===== src/rtl/reservation_station.sv =====
// Single-entry Tomasulo reservation station: takes a task addressed to RS_TAG, snoops the CDB for
// missing operands, issues the task to its FU, and stays busy until its own result is broadcast.
module reservation_station #(
    parameter int                 TAG_W  = 3,
    parameter int                 XLEN   = 32,
    parameter logic [TAG_W-1:0]   RS_TAG = 3'd1
) (
    input  logic             i_clk,
    input  logic             i_rst_n,
    input  logic             i_flush,
    input  logic             i_disp_valid,
    input  logic [TAG_W-1:0] i_disp_rs,
    input  logic [6:0]       i_disp_op,
    input  logic [3:0]       i_disp_func,
    input  logic [XLEN-1:0]  i_disp_vj,
    input  logic [TAG_W-1:0] i_disp_qj,
    input  logic [XLEN-1:0]  i_disp_vk,
    input  logic [TAG_W-1:0] i_disp_qk,
    input  logic [XLEN-1:0]  i_disp_imm,
    input  logic             i_cdb_valid,
    input  logic [TAG_W-1:0] i_cdb_tag,
    input  logic [XLEN-1:0]  i_cdb_data,
    input  logic             i_fu_ready,
    output logic             o_issue_valid,
    output logic [6:0]       o_issue_op,
    output logic [3:0]       o_issue_func,
    output logic [XLEN-1:0]  o_issue_a,
    output logic [XLEN-1:0]  o_issue_b,
    output logic [XLEN-1:0]  o_issue_imm,
    output logic [TAG_W-1:0] o_issue_tag,
    output logic             o_busy
);

    typedef enum logic [1:0] {IDLE, WAIT_OPS, READY, EXEC} state_t;

    state_t           r_state;
    logic [6:0]       r_op;
    logic [3:0]       r_func;
    logic [XLEN-1:0]  r_imm;
    logic [XLEN-1:0]  r_vj;
    logic [XLEN-1:0]  r_vk;
    logic [TAG_W-1:0] r_qj;
    logic [TAG_W-1:0] r_qk;

    logic w_accept;
    logic w_fwd_j;
    logic w_fwd_k;
    logic w_cap_j;
    logic w_cap_k;
    logic w_own_done;

    // Tag 0 means "value already valid", so a zero CDB tag can never resolve anything.
    assign w_accept   = i_disp_valid && (i_disp_rs == RS_TAG);
    assign w_fwd_j    = i_cdb_valid && (i_cdb_tag != '0) && (i_cdb_tag == i_disp_qj);
    assign w_fwd_k    = i_cdb_valid && (i_cdb_tag != '0) && (i_cdb_tag == i_disp_qk);
    assign w_cap_j    = i_cdb_valid && (r_qj != '0) && (i_cdb_tag == r_qj);
    assign w_cap_k    = i_cdb_valid && (r_qk != '0) && (i_cdb_tag == r_qk);
    assign w_own_done = i_cdb_valid && (i_cdb_tag == RS_TAG);

    always_ff @(posedge i_clk or negedge i_rst_n) begin
        if (!i_rst_n) begin
            r_state <= IDLE;
            r_op    <= '0;
            r_func  <= '0;
            r_imm   <= '0;
            r_vj    <= '0;
            r_vk    <= '0;
            r_qj    <= '0;
            r_qk    <= '0;
        end else if (i_flush) begin
            r_state <= IDLE;
            r_qj    <= '0;
            r_qk    <= '0;
        end else begin
            case (r_state)
                IDLE: begin
                    if (w_accept) begin
                        r_op    <= i_disp_op;
                        r_func  <= i_disp_func;
                        r_imm   <= i_disp_imm;
                        r_vj    <= w_fwd_j ? i_cdb_data : i_disp_vj;
                        r_vk    <= w_fwd_k ? i_cdb_data : i_disp_vk;
                        r_qj    <= w_fwd_j ? '0 : i_disp_qj;
                        r_qk    <= w_fwd_k ? '0 : i_disp_qk;
                        r_state <= ((w_fwd_j || i_disp_qj == '0) && (w_fwd_k || i_disp_qk == '0))
                                   ? READY : WAIT_OPS;
                    end
                end
                WAIT_OPS: begin
                    if (w_cap_j) begin
                        r_vj <= i_cdb_data;
                        r_qj <= '0;
                    end
                    if (w_cap_k) begin
                        r_vk <= i_cdb_data;
                        r_qk <= '0;
                    end
                    if ((r_qj == '0 || w_cap_j) && (r_qk == '0 || w_cap_k))
                        r_state <= READY;
                end
                READY: begin
                    if (i_fu_ready)
                        r_state <= EXEC;
                end
                EXEC: begin
                    // A same-cycle dispatch is dropped: the issue queue must observe BUSY low first.
                    if (w_own_done)
                        r_state <= IDLE;
                end
                default: r_state <= IDLE;
            endcase
        end
    end

    assign o_issue_valid = (r_state == READY);
    assign o_busy        = (r_state != IDLE);
    assign o_issue_op    = r_op;
    assign o_issue_func  = r_func;
    assign o_issue_a     = r_vj;
    assign o_issue_b     = r_vk;
    assign o_issue_imm   = r_imm;
    assign o_issue_tag   = RS_TAG;

endmodule

===== config.mk =====
export PLATFORM = sky130hd
export DESIGN_NAME = reservation_station
export DESIGN_NICKNAME = d
export VERILOG_FILES = /design/src/rtl/reservation_station.sv
export SDC_FILE = /design/constraint.sdc
export NUM_CORES = 1
export LEC_CHECK = 0
export BUFFER_PORTS_ARGS = -buffer_cell sky130_fd_sc_hd__buf_2
export CORE_MARGIN = 10
export CORE_UTILIZATION = 25
export DETAILED_ROUTE_END_ITERATION = 6
export SETUP_SLACK_MARGIN = 0.2
export SYNTH_ARGS = -nofsm -noshare
export SYNTH_HDL_FRONTEND = slang
export SYNTH_SLANG_ARGS = --single-unit
export TNS_END_PERCENT = 20

===== constraint.sdc =====
create_clock -name i_clk -period 2.4 [get_ports i_clk]
set_input_delay 0.12 -clock i_clk [delete_from_list [all_inputs] [get_ports i_clk]]
set_output_delay 0.12 -clock i_clk [all_outputs]
set_load 0.01 [all_outputs]

==> metrics.md, run 1 <==
| Metric | Value |
|---|---|
| Synthesis-stage register bit count | 115 |
| Routed len/inst | 16.5 um |
| Crit-path max FO | 41 |
| Sequential area share after synthesis | 51.6% |
| First-pass DRT Iterations | 4 |
| Seq pwr share | 34.6% |
| Clk_lat worst skew | 400 ps |
| Status | complete, no violations |
| Yosys warning total | 0 |
| Leakage dissipation | 4.67 nW |
| Die H | 169 um |
| IO buf count | 265 |
| Clk slew on worst S/H paths | 60 ps |
| Non-filler cells, final | 1152 |
| Total GRT Usage | 13.2% |
| Setup TNS | 0 ps |
| First-pass GRT wire length | 30.7 mm |
| Synthesized area | 5580 um2 |
| Number of max-cap violations | 0 |
| Setup Buffers After CTS | 0 |
| Count of final hold-check violations | 0 |
| Psw | 3.35 mW |
| Nets | 1020 |
| Largest net degree at the start of global routing | 44 |
| Layout cell share with drive strength beyond 1 | 38.6% |
| Final core utilization | 40.6% |
| Antenna-violating nets left | 0 |
| Commonest non-fill, non-tap cells in the layout | 264 x buf_2, 119 x dlygate4sd3_1, 115 x dfrtp_1 |
| Area of the core | 21900 um2 |
| IO Pins | 269 |
| # fillers | 2105 |
| Final hold slack | 18.1 ps |
| CP required | 2690 ps |
| Period utilization | 82.7% |
| Fmax | 0.504 GHz |
| CP arrival | 2270 ps |
| Initial antenna violation count | 0 |
| Slew Limit Fails | 0 |
| P per Cell Area | 1070 nW/um2 |
| ANT cells | 0 |
| Dominant cell type by area after synthesis | dfrtp_1 |
| Int Power | 6.17 mW |
| Clk sink count | 115 |
| Clock buffer depth | 2 |
| RSZ-0062 raised after global routing | false |
| Drt drc | 0 |
| Peak VDD IR | 0.411 mV |
| Worst-Margin Slew | 597 ps |
| WS Path Type | reg -> reg |
| Vias | 5014 |
| Area grow syn2layout | 59.5% |
| Commonest non-fill, non-tap cell in the layout | buf_2 |
| TritonCTS buffer count | 17 |
| TritonCTS clock tree | built |
| DR vias/cell | 4.35 |
| Synth Instances | 483 |
| Clock Tree Root | clkbuf_16 |
| Hold/Removal Path Class | in -> reg |
| GR Overflow Total | 0 |
| 1st-iter DRT viols | 209 |
| Initial Utilization | 25.5% |
| Finish-stage setup viols | 0 |
| Routed wire length | 19.0 mm |
| Mean area per synthesized cell | 11.6 um2 |
| Max H-tree Level | 4 |
| HPWL after DPL | 13.5 mm |
| Slew headroom | 60.2% |
| Routability cong. | 0.758 |
| Logic gate share of total power | 38.0% |
| Library cells used by synthesis | 52 |
| Row count | 54 |
| Sw frac | 35.2% |
| Yosys top cell area share | 51.6% |
| Die ar. | 28700 um2 |
| Dpl cells | 1001 |
| Chip Width | 169 um |
| Clk_skew | 7.88 ps |
| Crit end category | flop |
| Final min period | 1980 ps |
| Vias in the first global route | 5609 |
| Largest cells by area after synthesis | dfrtp_1 52%, mux2i_1 11%, o21ai_1 6.0% |
| Clock Power Share | 27.3% |
| Critical Path Start Type | flop |
==> power by group through the flow <==
| stage | logic (mW) | clock network, mW | registers [mW] |
|---|---|---|---|
| floorplan | 1.62 | 0 | 3.72 |
| global placement | 3.48 | 0 | 3.27 |
| detailed placement | 3.53 | 0 | 3.30 |
| CTS | 3.67 | 2.70 | 3.29 |
| global route | 4.05 | 2.80 | 3.42 |
| finish | 3.62 | 2.60 | 3.30 |
==> path summary, 6_finish.rpt <==
path | start | to | slack [ps] | cells after the start
worst max-delay path | r_state[0] | r_qj[1] | 420 | 9
worst min-delay path | i_disp_vj[13] | o_issue_a[13] | 20 | 3
worst max register to register | r_state[0] | r_qj[1] | 420 | 9
worst min register to register | o_issue_b[12] | o_issue_b[12] | 480 | 2
max in group asynchronous | i_rst_n | o_issue_imm[8] | 1280 | 3
min in group asynchronous | i_rst_n | o_issue_imm[10] | 260 | 2
==> flip-flops by register name (all words and copies together) (netlist names) <==
name and flops:
o_issue_b 32, r_qj 3, o_issue_func 4, o_issue_a 32
r_state 2, o_issue_imm 32, o_issue_op 7, r_qk 3
==> kinds of logic (layout without fill, tap and decap cells) <==
family / after synthesis / count (layout) / synth area share [%]
DFF: 115 / 115 / 51.6
muxes: 107 / 107 / 20.2
AOI/OAI and AO/OA: 101 / 101 / 11.1
and+or+nand+nor: 98 / 98 / 8.16
buffers and inverters: 45 / 433 / 6.21
xor gates and xnor gates: 11 / 11 / 1.73
adders and majority gates: 4 / 4 / 0.897
other: 2 / 3 / 0.135
==> metal layers <==
layer | GRT usage [%] | vias up | routed length [um]
met2 | 20.7 | 215 | 8530
met3 | 6.07 | 21 | 2010
met1 | 15.7 | 2327 | 8230
met5 | 0 | - | 0
met4 | 4.05 | 0 | 253
li1 | - | 2451 | -
==> per-stage QoR <==
step	cell area, um2	total power, mW	setup WS, ps
after floorplan	5580	5.34	698
after global placement	7090	6.75	417
after global routing	8900	10.3	210
after detailed placement	7090	6.83	389
final	8900	9.52	416
after CTS	8900	9.66	371
==> synth_stat cells (all sizes together) <==
cell type / instances
dfrtp: 115
nand2: 71
o21ai: 69
mux2i: 64
mux2: 43
buf: 33
xnor2: 11
a21oi: 7
inv: 7
nor2: 7
a31oi: 5
clkbuf: 5
ha: 4
a32o: 3
nor4: 3
o2111ai: 3
a21o: 2
a41oi: 2
conb: 2
nand2b: 2
nand3b: 2
nor3: 2
nor4bb: 2
o31ai: 2
or4: 2
a221oi: 1
a311o: 1
and3: 1
and4bb: 1
nand3: 1
nand4: 1
nand4bb: 1
o211ai: 1
o21a: 1
o221ai: 1
o22ai: 1
o31a: 1
o41ai: 1
or2: 1
or3: 1
==> layout make-up <==
type,instances,area [um2],area share [%]
well taps,280,350,3.94
repair buffers,394,2650,29.7
clock inverters,12,155,1.74
clock buffers,20,457,5.13
multi-input cells,324,2390,26.8
flip-flops and latches,115,2880,32.3
inverters,7,26.3,0.295
==> what timing repair did <==
| action | 4_1_cts | 5_1_grt |
|---|---|---|
| setup endpoints to repair | 0 | 3 |
| gates resized for setup | 0 | 1 |
| hold buffers | 119 | 0 |
| endpoints found under the hold margin | 140 | 0 |
==> critical path, stage by stage (launching register included) <==
cell      delay, ps
dfrtp_1         400
inv_1            80
ha_1            270
inv_2           160
nor2_1           60
a31oi_1         200
nand2b_2        200
buf_12          190
inv_2            60
a32o_1          240
Power figures use the tool's default switching activity.
==> run 2, diff against run 1 <==
- clock period: 2.4 -> 1.8 ns (I/O delays scaled with it)
==> metrics.md, run 2 (synthesis gave the netlist of run 1 again) <==
| Metric | Value |
|---|---|
| WS Path Type | reg -> reg |
| CP required | 2090 ps (-600 ps) |
| Hold path startpoint | i_cdb_data[15] |
| Crit-path max FO | 43 (+4.9%) |
| Clock Tree Root | clkbuf_16 |
| First-pass DRT Iterations | 4 (unchanged) |
| Area grow syn2layout | 73.9% |
| TritonCTS buffer count | 17 (unchanged) |
| Clk_skew | 12.6 ps (+4.70 ps) |
| CP arrival | 1960 ps (-310 ps) |
| GR Overflow Total | 0 (unchanged) |
| Number of max-cap violations | 0 (unchanged) |
| 1st-iter DRT viols | 310 (+48%) |
| Antenna-violating nets left | 0 (unchanged) |
| Vias | 5442 (+8.5%) |
| Die H | 169 um (unchanged) |
| Routed len/inst | 18.6 um (+13%) |
| Leakage dissipation | 5.01 nW (+7.3%) |
| Max H-tree Level | 4 (unchanged) |
| Post-placement setup slack | -8.33 ps (-397 ps) |
| Seq pwr share | 32.7% (-1.9 points) |
| Largest net degree at the start of global routing | 65 (+48%) |
| IO Pins | 269 (unchanged) |
| Commonest non-fill, non-tap cell in the layout | buf_2 |
| Critical Path Start Type | flop |
| Clk_lat worst skew | 410 ps (about the same) |
| M1 wire length | 9.07 mm (+10%) |
| Final core utilization | 44.3% (+3.7 points) |
| Final min period | 1680 ps (-306 ps) |
| Fmax | 0.596 GHz (+18%) |
| RSZ-0062 raised after global routing | true |
| Design Area, Final | 9700 um2 (+9.0%) |
| P per Cell Area | 1390 nW/um2 (+30%) |
| Routability cong. | 0.761 (+0.44%) |
| Peak VDD IR | 0.675 mV (+65%) |
| Wire length on met2 | 10.5 mm (+23%) |
| Psw | 5.00 mW (+49%) |
| Drt drc | 0 (unchanged) |
| Slew Limit Fails | 0 (unchanged) |
| TritonCTS clock tree | built |
| Nets | 1068 (+4.7%) |
| Status | complete, no violations |
| IO buf count | 265 (unchanged) |
| Area of the core | 21900 um2 (unchanged) |
| Vias in the first global route | 5847 (+4.2%) |
| Die ar. | 28700 um2 (unchanged) |
| Critical path launch point | r_state[0] |
| Layout cell share with drive strength beyond 1 | 42.1% (+3.4 points) |
| Row count | 54 (unchanged) |
| Crit end category | flop |
| Routed wire length | 22.4 mm (+18%) |
| First-pass GRT wire length | 32.3 mm (+5.2%) |
| HPWL after DPL | 13.8 mm (+2.5%) |
| Int Power | 8.51 mW (+38%) |
| Post-DP Area | 7200 um2 (+1.6%) |
| Total GRT Usage | 14.0% (+0.84 points) |
| Hold/Removal Path Class | in -> reg |
| Commonest non-fill, non-tap cells in the layout | 264 x buf_2, 141 x dlygate4sd3_1, 114 x dfrtp_1 |
| Clock buffer depth | 2 (unchanged) |
| Finish-stage setup viols | 0 (unchanged) |
| Initial Utilization | 25.5% (unchanged) |
| Clk sink count | 115 (unchanged) |
| Highest metal used | met4 |
| DR vias/cell | 4.53 (+4.1%) |
| Clock Power Share | 23.4% (-3.9 points) |
| Logic gate share of total power | 43.9% (+5.9 points) |
| Count of final hold-check violations | 0 (unchanged) |
| Setup ws final | 122 ps (-294 ps) |
| Period utilization | 93.2% (+11 points) |
| Clk slew on worst S/H paths | 60 ps (about the same) |
| Met3 wire length | 2.35 mm (+17%) |
| Critical R2R Launch | r_state[0] |
| Sw frac | 37.0% (+1.8 points) |
| Initial antenna violation count | 0 (unchanged) |
| Chip Width | 169 um (unchanged) |
run 2: final timing paths:
kind	endpoint	slack, ps	depth (start not counted)
setup / recovery	o_issue_op[2]	120	6
hold / removal	o_issue_a[15]	20	3
setup reg to reg	o_issue_op[2]	120	6
hold reg to reg	o_issue_a[12]	480	2
max in group asynchronous	o_issue_b[9]	1240	3
min in group asynchronous	o_issue_imm[19]	220	3
run 2: layer usage:
layer	GRT usage (%)	vias to the layer above
li1	-	2567
met1	16.1	2564
met2	21.9	278
met3	6.97	33
met4	5.40	0
met5	0	-
run 2: through the flow:
stage	total power, mW	hold slack, ps	cells	TNS, ps
after floorplan	7.14	-206	484	0
after global placement	9.19	112	1003	0
after detailed placement	9.29	114	1003	-18.0
after CTS	12.9	7.26	1180	0
after global routing	14.4	31.6	1200	0
final	13.5	24.3	1201	0
run 2: what timing repair did:
action,CTS,global route
cloned,0,12
setup endpoints to repair,114,116
resized for setup,11,25
hold buffers,141,0
pin swaps,2,5
buffers inserted,4,8
endpoints found under the hold margin,225,0
run 2: cell type report:
type / instances / area [um2]
Fill cell: 1999 / 12200
Timing Repair Buffer: 442 / 3360
Sequential cell: 115 / 2880
Multi-Input combinational cell: 324 / 2530
Clock buffer: 19 / 453
Tap cell: 280 / 350
Clock inverter: 13 / 100
Inverter: 7 / 31.3
Antenna cell: 1 / 2.50
run 2: worst max-delay path, stage by stage (launching register included):
cell and delay, ps:
dfrtp_2 420, inv_2 70, ha_4 180, buf_12 130
nand3b_1 120, buf_12 250, mux2_2 370
run 2: power by group through the flow:
stage          registers, mW  logic (mW)  clock network, mW
2_1_floorplan           4.95        2.18                  0
3_3_place_gp            4.38        4.81                  0
3_5_place_dp            4.41        4.87                  0
4_1_cts                 4.40        5.22               3.28
5_1_grt                 4.56        6.47               3.39
6_report                4.41        5.93               3.17
==> run 3, diff against run 2 <==
- CORE_MARGIN: 10 -> default
==> metrics.md, run 3 (synthesis gave the netlist of run 1 again) <==
| Metric | Value |
|---|---|
| First-pass DRT Iterations | 4 (unchanged) |
| DR vias/cell | 4.40 (-2.8%) |
| RSZ-0062 raised after global routing | true |
| Die ar. | 22900 um2 (-20%) |
| Critical path launch point | r_state[0] |
| GR Overflow Total | 0 (unchanged) |
| Worst reg-to-reg setup slack | 70 ps (-50 ps) |
| Layout cell share with drive strength beyond 1 | 41.0% (-1.1 points) |
| Final hold slack | 23.1 ps (-1.14 ps) |
| First-pass GRT wire length | 28.1 mm (-13%) |
| CP required | 2090 ps (about the same) |
| IO Pins | 269 (unchanged) |
| Setup TNS | 0 ps (unchanged) |
| Int Power | 8.81 mW (+3.5%) |
| WS Path Type | reg -> reg |
| Logic gate share of total power | 41.5% (-2.4 points) |
| Nets | 1061 (-0.66%) |
| Seq pwr share | 32.7% (about the same) |
| TritonCTS clock tree | built |
| Antenna-violating nets left | 0 (unchanged) |
| Clock buffer depth | 2 (unchanged) |
| ANT cells | 0 (-1) |
| Non-filler cells, final | 1193 (-0.67%) |
| Count of final hold-check violations | 0 (unchanged) |
| Clock Power Share | 25.8% (+2.4 points) |
| Post-placement setup slack | -43.0 ps (-34.7 ps) |
| Max H-tree Level | 4 (unchanged) |
| Crit-path max FO | 7 (-84%) |
| Final core utilization | 44.1% (-0.27 points) |
| 1st-iter DRT viols | 97 (-69%) |
| HPWL after DPL | 11.9 mm (-14%) |
| Critical Path Start Type | flop |
| Clk_skew | 9.88 ps (-2.70 ps) |
| Routability cong. | 0.757 (-0.54%) |
| Chip Width | 151 um (-11%) |
| TritonCTS buffer count | 17 (unchanged) |
| Clk sink count | 115 (unchanged) |
| Clk_lat worst skew | 410 ps (about the same) |
| Initial antenna violation count | 0 (unchanged) |
| Area of the core | 21800 um2 (-0.31%) |
| Largest net degree at the start of global routing | 67 (+3.1%) |
| Vias in the first global route | 5427 (-7.2%) |
| Leakage dissipation | 4.95 nW (-1.2%) |
| Reg2Reg Depth | 7 (+1) |
| Row count | 54 (unchanged) |
| Critical R2R Launch | r_state[0] |
| Slew Limit Fails | 0 (unchanged) |
| Fmax | 0.579 GHz (-2.8%) |
| Drt drc | 0 (unchanged) |
| Sw frac | 34.9% (-2.1 points) |
| Final min period | 1730 ps (+47.6 ps) |
| Period utilization | 95.9% (+2.6 points) |
| Commonest non-fill, non-tap cells in the layout | 264 x buf_2, 139 x dlygate4sd3_1, 114 x dfrtp_1 |
| Total GRT Usage | 16.4% (+2.4 points) |
| Crit end category | flop |
| Clock Tree Root | clkbuf_16 |
| Number of max-cap violations | 0 (unchanged) |
| Routed wire length | 19.7 mm (-12%) |
| Area grow syn2layout | 72.3% |
| Reg2reg end | o_issue_b[10] |
| P per Cell Area | 1410 nW/um2 (+1.0%) |
| Initial Utilization | 25.6% (+0.079 points) |
| Psw | 4.72 mW (-5.7%) |
| Vias | 5255 (-3.4%) |
| Setup ws final | 74.0 ps (-47.6 ps) |
| Dpl cells | 1004 (+0.10%) |
| Crit path to | o_issue_b[10] |
| Finish-stage setup viols | 0 (unchanged) |
| IO buf count | 265 (unchanged) |
| Commonest non-fill, non-tap cell in the layout | buf_2 |
| Hold/Removal Path Class | in -> reg |
| Routed len/inst | 16.6 um (-11%) |
| Die H | 151 um (-11%) |
| CP arrival | 2010 ps (+50 ps) |
| Status | complete, no violations |
| Peak VDD IR | 0.653 mV (-3.4%) |
| Clk slew on worst S/H paths | 50 ps (about the same) |
==> run 3: changes by cell type in the layout (fill, tap and decap cells not counted), sizes merged, moves of 2 or more <==
cell,previous run,this run
bufinv,0,3
clkbuf,27,24
inv,11,8
clkinv,7,5
dlygate4sd3,141,139
==> run 3: worst min-delay path by stage <==
stage	from	endpoint	slack [ps]	cells past startpoint
after floorplan	i_rst_n	o_issue_a[0]	-210	0
after global placement	i_rst_n	o_issue_imm[12]	-80	1
after detailed placement	i_rst_n	o_issue_imm[12]	-80	1
after CTS	i_disp_qk[1]	r_qk[1]	0.3	3
after global routing	i_disp_qk[1]	r_qk[1]	10	3
final	i_disp_qk[2]	r_qk[2]	20	3
==> run 3: per-layer routing <==
layer	share of wire (%)	wire, um	vias to the layer above	GRT usage (%)
met2	50	9850	246	29.1
li1	-	-	2540	-
met4	1.8	352	0	5.30
met3	7.8	1550	20	5.27
met5	0	0	-	0
met1	40	7990	2449	18.4
==> run 3: what timing repair did <==
item                                    in CTS  in global routing
hold buffers                               139                  0
gates cloned                                 3                  4
buffers inserted                             7                  4
gates resized for setup                     19                  8
endpoints found under the hold margin      226                  0
endpoints found under the setup margin     115                115
pin swaps                                    5                  4
==> run 3: layout make-up <==
class	instances	area [um2]
fillers	2002	12200
multi-input cells	324	2480
clock inverters	12	154
flip-flops and latches	115	2880
well taps	280	350
clock buffers	20	457
repair buffers	435	3260
inverters	7	31.3
==> run 3: power by group through the flow <==
stage	combinational (mW)	clock, mW	sequential, mW
2_1_floorplan	2.18	0	4.95
3_3_place_gp	4.66	0	4.40
3_5_place_dp	4.74	0	4.42
4_1_cts	5.33	3.61	4.40
5_1_grt	6.16	3.72	4.58
6_report	5.61	3.49	4.43
==> run 3: worst max-delay path, stage by stage (launching register included) <==
cell,delay [ps]
dfrtp_2,420
buf_6,120
ha_4,190
a41oi_4,200
buf_12,190
buf_16,160
mux2i_2,240
o21ai_1,80
==> run 3: through the flow <==
step           instance area, um2  power, mW
2_1_floorplan                5600       7.14
3_5_place_dp                 7200       9.16
4_1_cts                      9440       13.3
5_1_grt                      9610       14.5
6_report                     9610       13.5
3_3_place_gp                 7200       9.06
